$ cat config.mk
export PLATFORM = sky130hd
export DESIGN_NAME = imm_decode_stage_flat
export DESIGN_NICKNAME = d
export VERILOG_FILES = /design/src/rtl/imm_decode_pkg.sv /design/src/rtl/imm_decode_stage_if.sv /design/src/rtl/imm_skid_buf.sv /design/src/rtl/imm_decode_stage.sv /design/src/flat_wrapper.sv
export SDC_FILE = /design/constraint.sdc
export NUM_CORES = 1
export LEC_CHECK = 0
export ABC_AREA = 1
export CAP_MARGIN = 5
export CORE_MARGIN = 2
export CORE_UTILIZATION = 45
export DETAILED_ROUTE_END_ITERATION = 6
export PLACE_DENSITY = 0.79
export SYNTH_ARGS = -nofsm -noshare
export SYNTH_HDL_FRONTEND = slang
export SYNTH_SLANG_ARGS = --single-unit
$ cat constraint.sdc
create_clock -name clk -period 1.5 [get_ports clk]
set_input_delay 0.225 -clock clk [delete_from_list [all_inputs] [get_ports clk]]
set_output_delay 0.225 -clock clk [all_outputs]
set_load 0.02 [all_outputs]
$ cat src/rtl/imm_decode_pkg.sv
// Shared constants for the immediate-decode stage: format codes and RV base opcodes.
package imm_decode_pkg;

    localparam int FMT_W = 3;

    localparam logic [2:0] FMT_NONE = 3'd0;
    localparam logic [2:0] FMT_I    = 3'd1;
    localparam logic [2:0] FMT_S    = 3'd2;
    localparam logic [2:0] FMT_B    = 3'd3;
    localparam logic [2:0] FMT_U    = 3'd4;
    localparam logic [2:0] FMT_J    = 3'd5;
    localparam logic [2:0] FMT_Z    = 3'd6;

    localparam logic [6:0] OPC_LOAD      = 7'b0000011;
    localparam logic [6:0] OPC_MISC_MEM  = 7'b0001111;
    localparam logic [6:0] OPC_OP_IMM    = 7'b0010011;
    localparam logic [6:0] OPC_AUIPC     = 7'b0010111;
    localparam logic [6:0] OPC_OP_IMM_32 = 7'b0011011;
    localparam logic [6:0] OPC_STORE     = 7'b0100011;
    localparam logic [6:0] OPC_OP        = 7'b0110011;
    localparam logic [6:0] OPC_LUI       = 7'b0110111;
    localparam logic [6:0] OPC_OP_32     = 7'b0111011;
    localparam logic [6:0] OPC_BRANCH    = 7'b1100011;
    localparam logic [6:0] OPC_JALR      = 7'b1100111;
    localparam logic [6:0] OPC_JAL       = 7'b1101111;
    localparam logic [6:0] OPC_SYSTEM    = 7'b1110011;

    // Only CSR-immediate forms (csrrwi/csrrsi/csrrci) carry a zimm field.
    function automatic logic is_csr_imm(input logic [2:0] funct3);
        return funct3[2] && (funct3[1:0] != 2'b00);
    endfunction

endpackage

$ cat src/rtl/imm_decode_stage_if.sv
// Upstream/downstream handshake bundle of the immediate-decode stage.
interface imm_decode_stage_if
    import imm_decode_pkg::*;
#(
    parameter int XLEN = 32
);
    logic              in_valid;
    logic              in_ready;
    logic [31:0]       in_instr;
    logic [XLEN-1:0]   in_pc;
    logic              out_valid;
    logic              out_ready;
    logic [XLEN-1:0]   out_imm;
    logic [FMT_W-1:0]  out_fmt;
    logic [XLEN-1:0]   out_pc;
    logic              out_illegal;

    modport master (
        output in_valid, in_instr, in_pc, out_ready,
        input  in_ready, out_valid, out_imm, out_fmt, out_pc, out_illegal
    );

    modport slave (
        input  in_valid, in_instr, in_pc, out_ready,
        output in_ready, out_valid, out_imm, out_fmt, out_pc, out_illegal
    );
endinterface

$ cat src/rtl/imm_skid_buf.sv
// Valid/ready buffer: SKID!=0 gives a 2-entry skid buffer with registered in_ready,
// SKID==0 a single output register. Outputs always come straight from flops.
module imm_skid_buf #(
    parameter int W    = 8,
    parameter int SKID = 1
) (
    input  logic         clk,
    input  logic         rst,
    input  logic         in_valid,
    output logic         in_ready,
    input  logic [W-1:0] in_data,
    output logic         out_valid,
    input  logic         out_ready,
    output logic [W-1:0] out_data
);
    logic         push_s;
    logic         pop_s;
    logic         out_valid_r;
    logic [W-1:0] out_data_r;

    assign push_s    = in_valid && in_ready;
    assign pop_s     = out_valid_r && out_ready;
    assign out_valid = out_valid_r;
    assign out_data  = out_data_r;

    generate
        if (SKID != 0) begin : g_skid
            logic         skid_valid_r;
            logic         in_ready_r;
            logic [W-1:0] skid_data_r;

            assign in_ready = in_ready_r;

            // Head register plus one skid slot; in_ready drops once both are full.
            always_ff @(posedge clk) begin
                if (rst) begin
                    out_valid_r  <= 1'b0;
                    out_data_r   <= '0;
                    skid_valid_r <= 1'b0;
                    skid_data_r  <= '0;
                    in_ready_r   <= 1'b1;
                end else if (!out_valid_r) begin
                    if (push_s) begin
                        out_valid_r <= 1'b1;
                        out_data_r  <= in_data;
                    end
                end else if (pop_s) begin
                    // A full skid slot blocks push, so refill comes from skid first.
                    if (skid_valid_r) begin
                        out_data_r   <= skid_data_r;
                        skid_valid_r <= 1'b0;
                        in_ready_r   <= 1'b1;
                    end else if (push_s) begin
                        out_data_r <= in_data;
                    end else begin
                        out_valid_r <= 1'b0;
                    end
                end else if (push_s) begin
                    skid_valid_r <= 1'b1;
                    skid_data_r  <= in_data;
                    in_ready_r   <= 1'b0;
                end
            end
        end else begin : g_single
            assign in_ready = !out_valid_r || out_ready;

            // Single register: load on push, drain on pop without replacement.
            always_ff @(posedge clk) begin
                if (rst) begin
                    out_valid_r <= 1'b0;
                    out_data_r  <= '0;
                end else if (push_s) begin
                    out_valid_r <= 1'b1;
                    out_data_r  <= in_data;
                end else if (pop_s) begin
                    out_valid_r <= 1'b0;
                end
            end
        end
    endgenerate

endmodule

$ cat src/rtl/imm_decode_stage.sv
// Immediate decode stage: classifies the RV opcode, builds the XLEN immediate and
// buffers the result. Define IMM_DECODE_ZICSR_EN to decode CSR zimm (format Z).
module imm_decode_stage
    import imm_decode_pkg::*;
#(
    parameter int XLEN = 32,
    parameter int SKID = 1
) (
    input logic                clk,
    input logic                rst,
    imm_decode_stage_if.slave  bus
);
    localparam int W = 2 * XLEN + FMT_W + 1;

    generate
        if (XLEN != 32 && XLEN != 64) begin : g_bad_xlen
            $error("imm_decode_stage: XLEN must be 32 or 64");
        end
    endgenerate

    logic [31:0]      instr_s;
    logic [6:0]       opcode_s;
    logic [FMT_W-1:0] fmt_s;
    logic             illegal_s;
    logic [31:0]      imm32_s;
    logic [XLEN-1:0]  imm_s;
    logic [W-1:0]     in_data_s;
    logic [W-1:0]     out_data_s;

    assign instr_s  = bus.in_instr;
    assign opcode_s = instr_s[6:0];

    // Opcode classification; illegal entries report format NONE.
    always_comb begin
        fmt_s     = FMT_NONE;
        illegal_s = 1'b0;
        if (instr_s[1:0] != 2'b11) begin
            illegal_s = 1'b1;
        end else begin
            case (opcode_s)
                OPC_OP_IMM, OPC_LOAD, OPC_JALR: fmt_s = FMT_I;
                OPC_OP_IMM_32: begin
                    if (XLEN == 64) begin
                        fmt_s = FMT_I;
                    end else begin
                        illegal_s = 1'b1;
                    end
                end
                OPC_STORE:             fmt_s = FMT_S;
                OPC_BRANCH:            fmt_s = FMT_B;
                OPC_LUI, OPC_AUIPC:    fmt_s = FMT_U;
                OPC_JAL:               fmt_s = FMT_J;
                OPC_OP, OPC_MISC_MEM:  fmt_s = FMT_NONE;
                OPC_OP_32: begin
                    if (XLEN == 64) begin
                        fmt_s = FMT_NONE;
                    end else begin
                        illegal_s = 1'b1;
                    end
                end
                OPC_SYSTEM: begin
`ifdef IMM_DECODE_ZICSR_EN
                    if (is_csr_imm(instr_s[14:12])) begin
                        fmt_s = FMT_Z;
                    end else begin
                        fmt_s = FMT_NONE;
                    end
`else
                    fmt_s = FMT_NONE;
`endif
                end
                default: illegal_s = 1'b1;
            endcase
        end
    end

    // Immediate bit assembly; NONE and illegal fall through to zero.
    always_comb begin
        imm32_s = 32'd0;
        case (fmt_s)
            FMT_I: imm32_s = {{20{instr_s[31]}}, instr_s[31:20]};
            FMT_S: imm32_s = {{20{instr_s[31]}}, instr_s[31:25], instr_s[11:7]};
            FMT_B: imm32_s = {{19{instr_s[31]}}, instr_s[31], instr_s[7],
                              instr_s[30:25], instr_s[11:8], 1'b0};
            FMT_U: imm32_s = {instr_s[31:12], 12'd0};
            FMT_J: imm32_s = {{11{instr_s[31]}}, instr_s[31], instr_s[19:12],
                              instr_s[20], instr_s[30:21], 1'b0};
            default: imm32_s = 32'd0;
        endcase
    end

    // Widen to XLEN: zimm is zero-extended, everything else sign-extended from bit 31.
    always_comb begin
        imm_s = '0;
        if (fmt_s == FMT_Z) begin
            imm_s[4:0] = instr_s[19:15];
        end else begin
            imm_s        = {XLEN{imm32_s[31]}};
            imm_s[31:0]  = imm32_s;
        end
    end

    assign in_data_s = {imm_s, fmt_s, bus.in_pc, illegal_s};

    imm_skid_buf #(
        .W    (W),
        .SKID (SKID)
    ) u_buf (
        .clk       (clk),
        .rst       (rst),
        .in_valid  (bus.in_valid),
        .in_ready  (bus.in_ready),
        .in_data   (in_data_s),
        .out_valid (bus.out_valid),
        .out_ready (bus.out_ready),
        .out_data  (out_data_s)
    );

    assign {bus.out_imm, bus.out_fmt, bus.out_pc, bus.out_illegal} = out_data_s;

endmodule

$ cat src/flat_wrapper.sv
// flat-port wrapper written by rule: the top's interface ports become plain ports
module imm_decode_stage_flat import imm_decode_pkg::*;
#(
    parameter int XLEN = 32,
    parameter int SKID = 1
)
  (clk, rst, bus_in_valid, bus_in_instr, bus_in_pc, bus_out_ready, bus_in_ready, bus_out_valid, bus_out_imm, bus_out_fmt, bus_out_pc, bus_out_illegal);
  imm_decode_stage_if #(.XLEN(XLEN)) bus_i ();
  input logic clk;
  input logic rst;
  input wire logic [$bits(bus_i.in_valid)-1:0] bus_in_valid;
  input wire logic [$bits(bus_i.in_instr)-1:0] bus_in_instr;
  input wire logic [$bits(bus_i.in_pc)-1:0] bus_in_pc;
  input wire logic [$bits(bus_i.out_ready)-1:0] bus_out_ready;
  output wire logic [$bits(bus_i.in_ready)-1:0] bus_in_ready;
  output wire logic [$bits(bus_i.out_valid)-1:0] bus_out_valid;
  output wire logic [$bits(bus_i.out_imm)-1:0] bus_out_imm;
  output wire logic [$bits(bus_i.out_fmt)-1:0] bus_out_fmt;
  output wire logic [$bits(bus_i.out_pc)-1:0] bus_out_pc;
  output wire logic [$bits(bus_i.out_illegal)-1:0] bus_out_illegal;
  assign bus_i.in_valid = bus_in_valid;
  assign bus_i.in_instr = bus_in_instr;
  assign bus_i.in_pc = bus_in_pc;
  assign bus_i.out_ready = bus_out_ready;
  assign bus_in_ready = bus_i.in_ready;
  assign bus_out_valid = bus_i.out_valid;
  assign bus_out_imm = bus_i.out_imm;
  assign bus_out_fmt = bus_i.out_fmt;
  assign bus_out_pc = bus_i.out_pc;
  assign bus_out_illegal = bus_i.out_illegal;
  imm_decode_stage #(.XLEN(XLEN), .SKID(SKID)) u_core (.clk(clk), .rst(rst), .bus(bus_i));
endmodule
==> results of run 1 <==
-- worst min-delay path, cell delays in order --
cell,delay [ns]
buf_2,0.15
buf_4,0.20
a21oi_1,0.05
-- through the flow --
step | total power [W] | setup TNS (ns) | cells
after global routing | 0.00998 | 0 | 1415
after floorplan | 0.00501 | 0 | 1071
after CTS | 0.00963 | 0 | 1414
after detailed placement | 0.00585 | -32.54 | 1382
final | 0.00959 | 0 | 1415
after global placement | 0.00582 | -27.77 | 1382
-- registers in the layout (all words and copies together) (netlist names) --
signal and count:
u_core.u_buf.out_data 68, u_core.u_buf.g_skid.skid_data_r 68, u_core.u_buf.g_skid.skid_valid_r 1, u_core.u_buf.in_ready 1, u_core.u_buf.out_valid 1
-- power by group --
| part | internal [W] | switching (W) | leakage [nW] |
|---|---|---|---|
| clock network | 0.00235 | 0.00153 | 0.271 |
| registers | 0.00391 | 0.000136 | 1.14 |
| logic | 0.000704 | 0.000951 | 3.28 |
-- final cells by class --
cell class                 count  area [sq um]
fill                        1407          5650
multi-input combinational    765          3560
sequential                   139          2780
timing repair buffer         198          2020
clock buffer                  24           472
inverter                      93           353
tap                          188           235
clock inverter                 8          68.8
-- kinds of logic after synthesis --
kind of cell,Yosys count
buffers and inverters,167
and+or+nand+nor,491
AOI/OAI and AO/OA,274
DFF,139
-- layer usage --
metal	routed length, um	vias to the layer above	part of all wire
met5	0	-	0
met4	324	0	0.017
met3	1290	29	0.066
met2	9500	219	0.49
met1	8480	3322	0.43
li1	-	3728	-
-- worst paths after layout --
path / startpoint / end / slack [ns] / depth (start not counted)
max: u_core.u_buf.out_valid / bus_out_valid / 0.05 / 2
max reg2reg: u_core.u_buf.out_valid / u_core.u_buf.out_data[44] / 0.11 / 7
min reg2reg: u_core.u_buf.g_skid.skid_data_r[13] / u_core.u_buf.g_skid.skid_data_r[13] / 0.46 / 2
min: rst / u_core.u_buf.out_data[0] / 0.26 / 3
-- what timing repair did --
action | in CTS | in global routing
pin swaps | 0 | 5
resized for setup | 70 | 29
cloned | 0 | 1
endpoints found under the setup margin | 70 | 60
-- cells in the final DEF, fill, tap and decap left out, types with 2 or more instances in the layout --
master / netlist / final
nand2_1: 343 / 334
dfxtp_1: 139 / 138
o21ai_0: 132 / 131
a21oi_1: 124 / 120
inv_1: 83 / 82
nand3_1: 70 / 70
dlygate4sd2_1: 0 / 70
clkdlybuf4s50_1: 0 / 59
nor2_1: 53 / 52
buf_4: 1 / 39
buf_12: 0 / 19
clkbuf_16: 0 / 18
nand2_2: 7 / 11
inv_2: 10 / 9
nand2_4: 2 / 7
o211ai_1: 7 / 7
clkinv_2: 0 / 7
dlymetal6s2s_1: 0 / 7
or2_2: 6 / 6
a211oi_2: 6 / 6
clkbuf_1: 52 / 5
a21oi_2: 0 / 4
nor2_2: 3 / 3
a31oi_1: 3 / 3
nor2_4: 2 / 3
o21ai_1: 2 / 3
nor2_8: 2 / 2
clkbuf_8: 0 / 2
buf_6: 2 / 2
==> impl_metrics.toml, run 1 <==
[timing]
hold_viol = 0
timing.slew.headroom = 0.787
grt_setup_unrepaired = "false"
fin_crit_sh = 0.966
tightest_slew_ns = 0.316
final-max-slew-violation-count = 0
max_freq_ghz = 0.690
setup_slack_ns = 0.0505
whs_ns = 0.257
fin_crit_ns = 1.45
setup_violations = 0
fin_skew_ns = 0.00768

[logic_synthesis]
yosys.area_share.adder = 0
ys_seq_area_frac = 0.401
netlist_instances = 1071
syn_area_sq_um = 6930
synth_area_leaders = "dfxtp_1 (40%), nand2_1 (19%), o21ai_0 (9.5%), a21oi_1 (9.0%), nand3_1 (5.1%)"
async_flop_share = 0
ys_types = 25
netlist_top_cells_count = "nand2_1 (343), dfxtp_1 (139), o21ai_0 (132)"
synth_mux_area_frac = 0
synth_top_cell_area_share = 0.401
synth_top_cell_by_area = "dfxtp_1"
synth_compound_area_frac = 0.207
synth_edf_count = 0
avgSynthCellArea_sq_um = 6.47
yosysMostFrequentCell = "nand2_1"
synth_top_family_by_area = "simple AND/OR/NAND/NOR gates"
synth-simple-area-share = 0.295
ys_ff_latch = 139
yosys_warnings = 0
synth_ff_type = "dfxtp_1"
synthXorXnorAreaFrac = 0
syn-num-nets = 1139

[critical_path]
critPathCaptureType = "output pin"
path_buf_inv = 2
worst-setup-path-type = "reg -> out"
crit_chain = "buf_4 -> dlygate4sd2_1"
slowest_delay_ns = 0.34
path_delay_family = "buffers and inverters"
crit_arrival_ns = 1.22
critical-path-slowest-cell = "dlygate4sd2_1"
path_max_fanout = 4
worstPathRequired_ns = 1.27
startpoint_type = "register"

[drt]
drt-pass1-iter-count = 5
avgViaCountPerCell = 5.16
wire_per_inst_um = 13.8
drc = 0
drt-total-wl_um = 19600
dr.first_iter.drc_count = 481
ant_nets = 0
vias = 7298

[clocking]
ctsLongestPathBuffers = 2
clk_pin_slew_ns = 0.06
cts_max_level = 4
cts-buffers-inserted = 17
worstSkewPairLatency_ns = 0.42
root_buffer = "clkbuf_16"
cts_hold_buf = 0
clock-sinks = 139
post-cts-setup-buffers = 0
cts_tree = "built"

[final_layout]
fin_util = 0.627
fin_nets = 1282
area_delta_synth_final_pct = 36.9
drive_gt1_frac = 0.118
n_antenna_cell = 0
design_area_sq_um = 9490

[hold_path]
holdCritPathClass = "in -> reg"

[die]
die_area_sq_um = 16400
core_sq_um = 15100
die_h_um = 128
chipWidth_um = 128
io_pins = 138
num_rows = 45
floorplan.initialDensity = 0.458

[pwr]
p_per_area_nw_per_um2 = 1010
p_leak_nw = 4.69
ir_worst_vdd_uv = 895

[global_routing]
grt_pass1_vias = 6757
grt.total_usage = 0.241
gr-usage-met1 = 0.301
use_met2 = 0.415
met3_usage = 0.0513
top_usage_layer = "met2"
grt_max_degree = 56
grt_pass1_wl_um = 32100
grt_overflow = 0
antenna_found_initial = 0

[place]
dpl_cell_area_sq_um = 8920
dp_hpwl_um = 12900
gp_congestion = 0.874
port_buffers = 137
place_ws_ns = -0.428

[flow_run]
max_cap_viol_count = 0

[status]
status = "finished, final reports clean"
No activity file was read; power rests on OpenSTA's default activity.
==> run 2, diff against run 1 <==
CTS_BUF_LIST = sky130_fd_sc_hd__clkbuf_4 sky130_fd_sc_hd__clkbuf_8 sky130_fd_sc_hd__clkbuf_16   (was unset)
==> run 2 against run 1 <==
Cell count unchanged. Clock skew down 0.00060 ns. Largest power group unchanged. Flip-flop and latch count unchanged.
==> impl_metrics.toml, run 2 (synthesis results as in run 1) <==
[critical_path]
path_buf_inv = 2
worst-setup-path-type = "reg -> out"
r2r_start = "u_core.u_buf.out_valid"
crit_chain = "buf_4 -> dlygate4sd2_1"
regToRegSetupSlack_ns = 0.11
worstPathRequired_ns = 1.27
crit_arrival_ns = 1.22
path_delay_family = "buffers and inverters"
r2r-end = "u_core.u_buf.out_data[44]"
path_max_fanout = 4
critical-path-slowest-cell = "dlygate4sd2_1"
r2r_cells = 7
critPathCaptureType = "output pin"
startpoint_type = "register"
slowest_delay_ns = 0.34

[hold_path]
min_from = "rst"
holdCritPathClass = "in -> reg"
min_to = "u_core.u_buf.out_data[0]"
hold_depth = 3

[global_routing]
grt_pass1_wl_um = 32200
antenna_found_initial = 0
grt_pass1_vias = 6793
grt.total_usage = 0.241
grt_overflow = 0
grt_max_degree = 56

[place]
gp_congestion = 0.874
dpl_cell_area_sq_um = 8920
dp_hpwl_um = 12900
port_buffers = 137
place_ws_ns = -0.428

[die]
floorplan.initialDensity = 0.458
num_rows = 45
core_sq_um = 15100
die_h_um = 128
io_pins = 138
chipWidth_um = 128
die_area_sq_um = 16400

[timing]
fin_crit_ns = 1.45
max_freq_ghz = 0.690
timing.slew.headroom = 0.782
setup_slack_ns = 0.0510
tightest_slew_ns = 0.326
fin_skew_ns = 0.00708
final-max-slew-violation-count = 0
fin_crit_sh = 0.966
grt_setup_unrepaired = "false"
setup_violations = 0
hold_viol = 0

[clocking]
clock-sinks = 139
root_buffer = "clkbuf_16"
clk_pin_slew_ns = 0.06
ctsLongestPathBuffers = 2
cts_hold_buf = 0
cts_tree = "built"
cts-buffers-inserted = 17
worstSkewPairLatency_ns = 0.42
cts_max_level = 4
post-cts-setup-buffers = 0

[pwr]
finalPower_w = 0.00968
ir_worst_vdd_uv = 894
p_leak_nw = 4.70
p_per_area_nw_per_um2 = 1020

[final_layout]
drive_gt1_frac = 0.122
area_delta_synth_final_pct = 37.2
fin_nets = 1282
layout_commonest_cell = "nand2_1"
final_cell_mix = "nand2_1 (334), dfxtp_1 (138), o21ai_0 (131), a21oi_1 (120), inv_1 (82)"
n_antenna_cell = 0
design_area_sq_um = 9510
fin_util = 0.628

[drt]
drt-pass1-iter-count = 7
vias = 7344
avgViaCountPerCell = 5.19
ant_nets = 0
wire_per_inst_um = 13.9
dr.first_iter.drc_count = 549
drt-total-wl_um = 19700
drc = 0

[flow_run]
max_cap_viol_count = 0

[status]
status = "finished, final reports clean"
## run 2: worst reg2reg max path, cell delays in order (launching register included)
cell      delay (ns)
dfxtp_2         0.33
inv_2           0.03
nor2_2          0.11
clkinv_2        0.10
buf_4           0.17
buf_12          0.16
o21ai_0         0.30
a21oi_2         0.06
## run 2: area by class of cell
type | instances | area [sq um]
repair buffers | 198 | 2020
fillers | 1412 | 5630
clock buffers | 24 | 490
multi-input cells | 765 | 3560
well taps | 188 | 235
clock inverters | 8 | 68.8
inverters | 93 | 353
flip-flops and latches | 139 | 2780
## run 2: timing repair
item                                    4_1_cts  5_1_grt
endpoints found under the setup margin       70       60
gates cloned                                  0        1
resized for setup                            70       29
pin swaps                                     0        5
## run 2: report_power, final
part	switching (W)	leakage (nW)	total, W	internal (W)
clock	0.00154	0.289	0.00398	0.00244
sequential	0.000135	1.14	0.00405	0.00391
combinational	0.000951	3.28	0.00166	0.000704
total	0.00263	4.70	0.00968	0.00706
## run 2: through the flow
| stage | std cells | TNS [ns] | hold slack (ns) |
|---|---|---|---|
| global placement | 1382 | -27.77 | 0.446 |
| floorplan | 1071 | 0 | 0.360 |
| detailed placement | 1382 | -32.54 | 0.449 |
| finish | 1415 | 0 | 0.261 |
| CTS | 1414 | 0 | 0.252 |
| global route | 1415 | 0 | 0.279 |
## run 2: worst max-delay path by stage
| stage | start | end | depth (start not counted) |
|---|---|---|---|
| finish | u_core.u_buf.out_valid | bus_out_valid | 2 |
| global route | u_core.u_buf.out_valid | bus_out_valid | 2 |
| CTS | bus_in_instr[6] | u_core.u_buf.out_data[44] | 13 |
| detailed placement | bus_in_instr[0] | u_core.u_buf.out_data[55] | 12 |
| global placement | bus_in_instr[2] | u_core.u_buf.out_data[55] | 13 |
| floorplan | u_core.u_buf.in_ready | u_core.u_buf.g_skid.skid_data_r[33] | 6 |
## run 2: per-layer routing
layer,up-vias,track usage,part of all wire
met5,-,0,0
met4,0,0.0763,0.019
met2,254,0.418,0.48
met1,3326,0.300,0.43
met3,36,0.0513,0.068
li1,3728,-,-
